## config.mk

```make
export PLATFORM = sky130hd
export DESIGN_NAME = mem_access_ctrl
export DESIGN_NICKNAME = d
export VERILOG_FILES = /design/src/rtl/mem_pkg.sv /design/src/rtl/rr_arb2.sv /design/src/rtl/mem_access_ctrl.sv
export SDC_FILE = /design/constraint.sdc
export NUM_CORES = 1
export LEC_CHECK = 0
export CORE_MARGIN = 10
export CORE_UTILIZATION = 35
export CTS_CLUSTER_SIZE = 28
export DETAILED_ROUTE_END_ITERATION = 16
export DONT_BUFFER_PORTS = 1
export GPL_ROUTABILITY_DRIVEN = 0
export PLACE_DENSITY = 0.53
export RECOVER_POWER = 50
export SYNTH_ARGS = -nofsm -noshare
export SYNTH_HDL_FRONTEND = slang
export SYNTH_SLANG_ARGS = --single-unit
```

## constraint.sdc

```tcl
create_clock -name clk -period 1.5 [get_ports clk]
set_input_delay 0.15 -clock clk [delete_from_list [all_inputs] [get_ports clk]]
set_output_delay 0.15 -clock clk [all_outputs]
set_load 0.1 [all_outputs]
```

## src/rtl/mem_pkg.sv

```systemverilog
// rtl/mem_pkg.sv - shared types and default sizes for the SRAM bank front-end
package mem_pkg;

  localparam int MEM_DEPTH  = 528;
  localparam int MEM_DATA_W = 16;

  typedef enum logic [1:0] {SLEEP, WAKE, ACTIVE} mem_ctrl_state_t;
  typedef enum logic {SEL_READ, SEL_WRITE} port_sel_t;

endpackage

```

## src/rtl/rr_arb2.sv

```systemverilog
// rtl/rr_arb2.sv - two-input round-robin arbiter, bit 0 = read port, bit 1 = write port
module rr_arb2
  import mem_pkg::*;
(
  input  logic       clk,
  input  logic       rst,
  input  logic [1:0] req,
  input  logic       en,
  output logic [1:0] grant
);

  port_sel_t rr_last;

  always_comb begin
    grant = 2'b00;
    if (en) begin
      case (req)
        2'b01:   grant = 2'b01;
        2'b10:   grant = 2'b10;
        2'b11:   grant = (rr_last == SEL_WRITE) ? 2'b01 : 2'b10;
        default: grant = 2'b00;
      endcase
    end
  end

  // Reset to WRITE so the first tie after reset goes to the read port.
  always_ff @(posedge clk or posedge rst) begin
    if (rst) begin
      rr_last <= SEL_WRITE;
    end else if (grant[0]) begin
      rr_last <= SEL_READ;
    end else if (grant[1]) begin
      rr_last <= SEL_WRITE;
    end
  end

endmodule

```

## src/rtl/mem_access_ctrl.sv

```systemverilog
// rtl/mem_access_ctrl.sv - read/write request front-end for a single-port one-cycle SRAM bank
module mem_access_ctrl
  import mem_pkg::*;
#(
  parameter int DEPTH        = MEM_DEPTH,
  parameter int DATA_W       = MEM_DATA_W,
  parameter int ADDR_W       = $clog2(DEPTH),
  parameter int IDLE_TIMEOUT = 8
) (
  input  logic              clk,
  input  logic              rst,
  input  logic              rd_req_valid,
  input  logic [ADDR_W-1:0] rd_req_addr,
  output logic              rd_req_ready,
  input  logic              wr_req_valid,
  input  logic [ADDR_W-1:0] wr_req_addr,
  input  logic [DATA_W-1:0] wr_req_data,
  output logic              wr_req_ready,
  output logic              rd_rsp_valid,
  output logic [DATA_W-1:0] rd_rsp_data,
  output logic              mem_chip_en,
  output logic              mem_wr_en,
  output logic              mem_rd_en,
  output logic [ADDR_W-1:0] mem_wr_addr,
  output logic [DATA_W-1:0] mem_wr_data,
  output logic [ADDR_W-1:0] mem_rd_addr,
  input  logic [DATA_W-1:0] mem_rd_data
);

  localparam int               CNT_W     = $clog2(IDLE_TIMEOUT + 1);
  localparam logic [CNT_W-1:0] IDLE_LAST = CNT_W'(IDLE_TIMEOUT - 1);

  mem_ctrl_state_t   state, state_nxt;
  logic [CNT_W-1:0]  idle_cnt, idle_nxt;
  logic [1:0]        grant;
  logic              any_valid, rd_grant, wr_grant;
  logic [ADDR_W-1:0] rd_addr_q, wr_addr_q;
  logic [DATA_W-1:0] wr_data_q;

  assign any_valid = rd_req_valid | wr_req_valid;

  rr_arb2 u_arb (
    .clk  (clk),
    .rst  (rst),
    .req  ({wr_req_valid, rd_req_valid}),
    .en   (state == ACTIVE),
    .grant(grant)
  );

  assign rd_grant     = grant[0];
  assign wr_grant     = grant[1];
  assign rd_req_ready = rd_grant;
  assign wr_req_ready = wr_grant;
  assign mem_rd_en    = rd_grant;
  assign mem_wr_en    = wr_grant;
  assign mem_chip_en  = (state != SLEEP);

  // Bank address/data lines keep the last granted value when idle to avoid toggling.
  assign mem_rd_addr = rd_grant ? rd_req_addr : rd_addr_q;
  assign mem_wr_addr = wr_grant ? wr_req_addr : wr_addr_q;
  assign mem_wr_data = wr_grant ? wr_req_data : wr_data_q;
  assign rd_rsp_data = rd_rsp_valid ? mem_rd_data : '0;

  always_comb begin
    state_nxt = state;
    idle_nxt  = idle_cnt;
    case (state)
      SLEEP: begin
        idle_nxt = '0;
        if (any_valid) state_nxt = WAKE;
      end
      WAKE: begin
        idle_nxt  = '0;
        state_nxt = ACTIVE;
      end
      ACTIVE: begin
        // A returning response holds the count so chip enable stays up for the data.
        if (any_valid) begin
          idle_nxt = '0;
        end else if (!rd_rsp_valid) begin
          if (idle_cnt == IDLE_LAST) begin
            state_nxt = SLEEP;
            idle_nxt  = '0;
          end else begin
            idle_nxt = idle_cnt + 1'b1;
          end
        end
      end
      default: begin
        state_nxt = SLEEP;
        idle_nxt  = '0;
      end
    endcase
  end

  always_ff @(posedge clk or posedge rst) begin
    if (rst) begin
      state        <= SLEEP;
      idle_cnt     <= '0;
      rd_rsp_valid <= 1'b0;
      rd_addr_q    <= '0;
      wr_addr_q    <= '0;
      wr_data_q    <= '0;
    end else begin
      state        <= state_nxt;
      idle_cnt     <= idle_nxt;
      rd_rsp_valid <= rd_grant;
      if (rd_grant) rd_addr_q <= rd_req_addr;
      if (wr_grant) begin
        wr_addr_q <= wr_req_addr;
        wr_data_q <= wr_req_data;
      end
    end
  end

`ifndef SYNTHESIS
  localparam logic [ADDR_W:0] ADDR_LIM = (ADDR_W + 1)'(DEPTH);

  a_strobe_excl: assert property (@(posedge clk) disable iff (rst) !(mem_rd_en && mem_wr_en));
  a_strobe_ce:   assert property (@(posedge clk) disable iff (rst) (mem_rd_en || mem_wr_en) |-> mem_chip_en);
  a_rd_range:    assert property (@(posedge clk) disable iff (rst) mem_rd_en |-> ({1'b0, rd_req_addr} < ADDR_LIM));
  a_wr_range:    assert property (@(posedge clk) disable iff (rst) mem_wr_en |-> ({1'b0, wr_req_addr} < ADDR_LIM));
  a_rd_hold:     assert property (@(posedge clk) disable iff (rst) (rd_req_valid && !rd_req_ready) |=> rd_req_valid);
  a_wr_hold:     assert property (@(posedge clk) disable iff (rst) (wr_req_valid && !wr_req_ready) |=> wr_req_valid);
`endif

endmodule
```

## After elaboration in Yosys (flattened, before gate mapping)

Cells that the tools add are included.

| storage, ports and cells | value |
|---|---|
| bits in registers | 44 |
| input bits | 56 |
| output and inout bits | 58 |
| word-level logic and storage cells | 42 |

| cells by class | value |
|---|---|
| $add $sub $neg | 1 |
| equal/unequal tests | 11 |
| multiplexer cells | 18 |
| bitwise operators | 1 |
| reductions and logical operators | 4 |

Operators with widths:

| cell | number |
|---|---|
| 16-bit 2-to-1 mux | 2 |
| 10-bit 2-to-1 mux | 2 |
| 4-bit 2-to-1 mux | 4 |
| 2-bit 2-to-1 mux | 6 |
| 2-bit one-hot mux with 3 select lines | 2 |
| 2-bit != test (second input constant) | 4 |
| 2-bit == test (second input constant) | 3 |
| 4-bit by 1-bit adder with 4-bit output (second input constant) | 1 |
| 2-bit by 1-bit == test with 1-bit output (second input constant) | 2 |
| 4-bit by 3-bit == test with 1-bit output (second input constant) | 1 |
| 4-bit AND reduction | 1 |
| 2-bit nonzero test | 2 |
| 3-bit != test (second input constant) | 1 |
| 2-bit logical NOT | 1 |
| 1-bit 2-to-1 mux | 2 |
| 1-bit OR | 1 |

## Depth between registers and ports, before layout

| depth | value |
|---|---|
| depth after elaboration | 5 |
| depth in mapped cells | 5 |
| gate-level depth less buffers | 4 |

## Cells and area by module

Synthesis repeated with hierarchy kept, for this count alone.

| second synthesis, totals | value |
|---|---|
| cells, all modules | 136 |
| area total of the unflattened synthesis | 1846.8 sq um |

By module, submodules not included:

| module | instances | cells each | area each (sq um) | seq. area each (sq um) |
|---|---|---|---|---|
| mem_access_ctrl | 1 | 127 | 1780.5 | 1076.0 |
| rr_arb2 | 1 | 9 | 66.3 | 26.3 |

## Worst setup path before layout

OpenSTA, ideal clock, no wires.

| timing path | value |
|---|---|
| path type | register -> output |
| from | register rd_rsp_valid |
| to | output port rd_rsp_data[10] |
| arrival | 2236 ps |
| required time | 1350 ps |
| setup slack | -886 ps |
| cell stages (with the launch flop) | 4 |
| path buffers | 2 |
| path through | dfrtp_1 -> clkbuf_1 -> clkbuf_1 -> and2_1 |

| between the ends | value |
|---|---|
| cells in the longest elaborated chain, start to end | 1 |

RTL lines:

| what | RTL line | text |
|---|---|---|
| from (decl) | mem_access_ctrl.sv:19 | `output logic rd_rsp_valid,` |
| from (signal assigned) | mem_access_ctrl.sv:107 | `rd_rsp_valid <= rd_grant;` |
| 16-bit 2-to-1 mux | mem_access_ctrl.sv:62 | `assign rd_rsp_data = rd_rsp_valid ? mem_rd_data : '0;` |
| to (decl) | mem_access_ctrl.sv:20 | `output logic [DATA_W-1:0] rd_rsp_data,` |

No other way between the ends.

## Final worst setup path

| timing path | value |
|---|---|
| from | register u_arb.rr_last |
| to | output port mem_rd_addr[5] |

| between the ends | value |
|---|---|
| cells in the longest elaborated chain, start to end | 4 |

RTL lines:

| what | RTL line | text |
|---|---|---|
| from (decl) | rr_arb2.sv:12 | `port_sel_t rr_last;` |
| from (signal assigned) | rr_arb2.sv:29 | `rr_last <= SEL_WRITE;` |
| from (signal assigned) | rr_arb2.sv:31 | `rr_last <= SEL_READ;` |
| from (signal assigned) | rr_arb2.sv:33 | `rr_last <= SEL_WRITE;` |
| 2-bit 2-to-1 mux | rr_arb2.sv:20 | `2'b11: grant = (rr_last == SEL_WRITE) ? 2'b01 : 2'b10;` |
| 2-bit one-hot mux with 3 select lines | rr_arb2.sv:17 | `case (req)` |
| 2-bit 2-to-1 mux | rr_arb2.sv:16 | `if (en) begin` |
| 10-bit 2-to-1 mux | - |  |
| to (decl) | mem_access_ctrl.sv:26 | `output logic [ADDR_W-1:0] mem_rd_addr,` |

No other way between the ends.

==> summary.txt <==
Status
  • Status: complete, but fails checks
  • Failing checks: setup timing

Layout
  • Final instance area: 2793 um2
  • Nets: 235
  • Ratio of cells with drive above 1 in the final layout: 61.45%
  • Final core occ: 53.32%
  • Most frequent cells in the layout: dfrtp_1, mux2_4, buf_12, buf_4, and2_4
  • Commonest non-fill, non-tap cell in the layout: dfrtp_1
  • Layout Cells excl Fill: 249
  • ANT cells: 0
  • P&R area growth vs syn: 44.56%

STA
  • Setup ws final: -0.3863 ns
  • RSZ-0062 raised after global routing: true
  • Worst Tran Pin Value: 0.6415 ns
  • Final critical-path share of the clock period: 125.8%
  • Max frequency: 530.1 MHz
  • Worst Clk Skew: 0.008094 ns
  • Slew Limit Fails: 0
  • Crit path time final: 1.886 ns
  • # setup viols final: 69
  • Final hold violations: 0
  • Slew HR: 57.23%

Synthesis
  • Post-synth ARST share: 100.0%
  • Post-synth top area share: 55.70%
  • Syn Nets: 192
  • Post-synth EDFFs: 0
  • Leading area contributor after synthesis: dfrtp_1
  • Synth Warn #: 0
  • Main flop type after synthesis: dfrtp_1
  • Post-Syn Area: 1932 um2
  • Syn Inst Count: 135
  • Synth unique cells: 26
  • Syn_area_per_cell: 14.31 um2
  • Register bit count reported by yosys: 44
  • Largest cells by area after synthesis: dfrtp_1, mux2_4, mux2_2, and2_1, buf_6
  • Seq/Total Area, Yosys: 57.06%

Worst setup path
  • CP arrival: 1.74 ns
  • Crit-path max cell delay: 0.58 ns
  • CP startpoint kind: flip-flop
  • Crit path kind: reg -> out
  • WP data required: 1.35 ns
  • Worst path slowest cell: dfstp_2
  • Critical Path Source: u_arb.rr_last$_DFFE_PP1P_
  • CP cell instances: nand2b_4, and3_4, mux2_4
  • Crit-path leading delay family: flip-flops
  • CP Max Fanout: 6
  • Element type at the critical path end: output pin
  • Buf/Inv on CP: 0
  • Worst R2R Start: u_arb.rr_last$_DFFE_PP1P_

Clocking
  • Clock Latency Late Sink: 0.29 ns
  • Number of H-tree levels: 2
  • Worst-path clk slew: 0.08 ns
  • Clock Path Buffers: 2
  • CTS buffer count: 5
  • CTS root buffer: clkbuf_8
  • Clock sinks: 44
  • CTS tree: built

Floorplan
  • Io pins: 114
  • Die Y-Extent: 94.30 um
  • Site Rows: 26
  • Core Region: 5238 um2
  • Die Wd: 94.30 um
  • Initial Util: 36.88%
  • Die Area: 8892 um2

Drt
  • DR vias/cell: 4.791
  • Via count: 1193
  • DR iter-0 viols: 40
  • Final wirelength: 5306 um
  • Total iterations of the first detailed-routing run: 3
  • # DRC: 0
  • Drt wl/cell: 21.31 um
  • ANT nets after route: 0

Placement
  • Placed cells: 226
  • Post-DP HPWL: 4123 um
  • PortBufs: 0
  • Area post-placement: 2484 um2

Job
  • Number of max-cap violations: 0

Global routing
  • First-pass GRT wire length: 8038 um
  • GRT overflow: 0
  • GRT Util Overall: 11.75%
  • Initial antenna violation count: 1
  • Number of global-route vias before repair: 1362
  • Largest net degree at the start of global routing: 28

Hold path
  • HP Start: wr_req_valid
  • Hold Crit Class: in -> reg
-- per-layer routing --
metal,global-route usage (%),wire length (um),vias to the layer above
met5,0,0,-
met4,2.658,64,0
met3,8.233,778,7
met2,20.08,2768,60
met1,11.28,1695,582
li1,-,-,544
-- layout make-up --
class                   instances  area, um2
fillers                       421       2445
flip-flops and latches         44       1106
multi-input cells              83      887.1
repair buffers                 41      570.5
clock buffers                   7      96.34
well taps                      70      87.58
clock inverters                 1      30.03
inverters                       3      15.01
-- registers in the layout (all words and copies together), names as in the netlist --
register and cells:
idle_cnt 4, rd_addr_q 10, rd_rsp_valid 1, state 2, u_arb.rr_last 1, wr_addr_q 10, wr_data_q 16
-- per-stage QoR --
step,setup slack (ns),TNS (ns),hold slack [ns]
global placement,-0.1206,-5.564,0.07965
finish,-0.3863,-16.08,0.008855
detailed placement,-0.1480,-6.741,0.07657
global route,-0.4574,-20.71,0.0007543
floorplan,-0.3170,-3.558,0.2129
CTS,-0.3994,-17.05,0.001228
-- final timing paths --
| kind | end | slack, ns | depth (start not counted) |
|---|---|---|---|
| worst max-delay path | mem_rd_addr[5] | -0.39 | 3 |
| worst min register to register | wr_addr_q[9]$_DFF_PP0_ | 0.54 | 1 |
| worst min-delay path | state[0]$_DFFE_PP0P_ | 0.009 | 2 |
| max in group asynchronous | rd_rsp_valid$_DFF_PP0_ | 0.16 | 3 |
| worst max register to register | rd_addr_q[5]$_DFF_PP0_ | -0.12 | 3 |
| min in group asynchronous | wr_addr_q[6]$_DFF_PP0_ | 0.30 | 2 |
-- worst reg2reg max path: cells and delay by family (launching register included) --
| family | cells | cell delay (ns) |
|---|---|---|
| flops | 1 | 0.58 |
| simple gates | 2 | 0.40 |
| mux | 1 | 0.46 |
-- cells by family (layout without fill, tap and decap cells) --
group,Yosys count,after routing,share of synthesized area (%)
buffers and inverters,10,52,3.497
DFF,44,44,57.06
adders and majority gates,1,1,0.6476
and+or+nand+nor,35,37,11.14
muxes,37,37,25.19
xor gates and xnor gates,1,1,0.4535
AOI/OAI and AO/OA,7,7,2.008
-- synthesized netlist by cell type (all sizes together), types with 2 or more instances --
master,number
buf,5
or3,2
mux2,36
clkbuf,2
dfrtp,43
nor2,5
nand2,5
o21ai,2
nor2b,2
inv,3
a21oi,3
and2,16
-- repair_timing --
item	4_1_cts	5_1_grt
hold buffers	2	0
setup endpoints to repair	73	70
buffers inserted	10	2
resized for setup	6	9
endpoints found under the hold margin	18	0
cloned	2	0
pin swaps	3	2
Power is not shown: default switching activity piles up to over one toggle a cycle in this logic, so the estimate is an artifact.
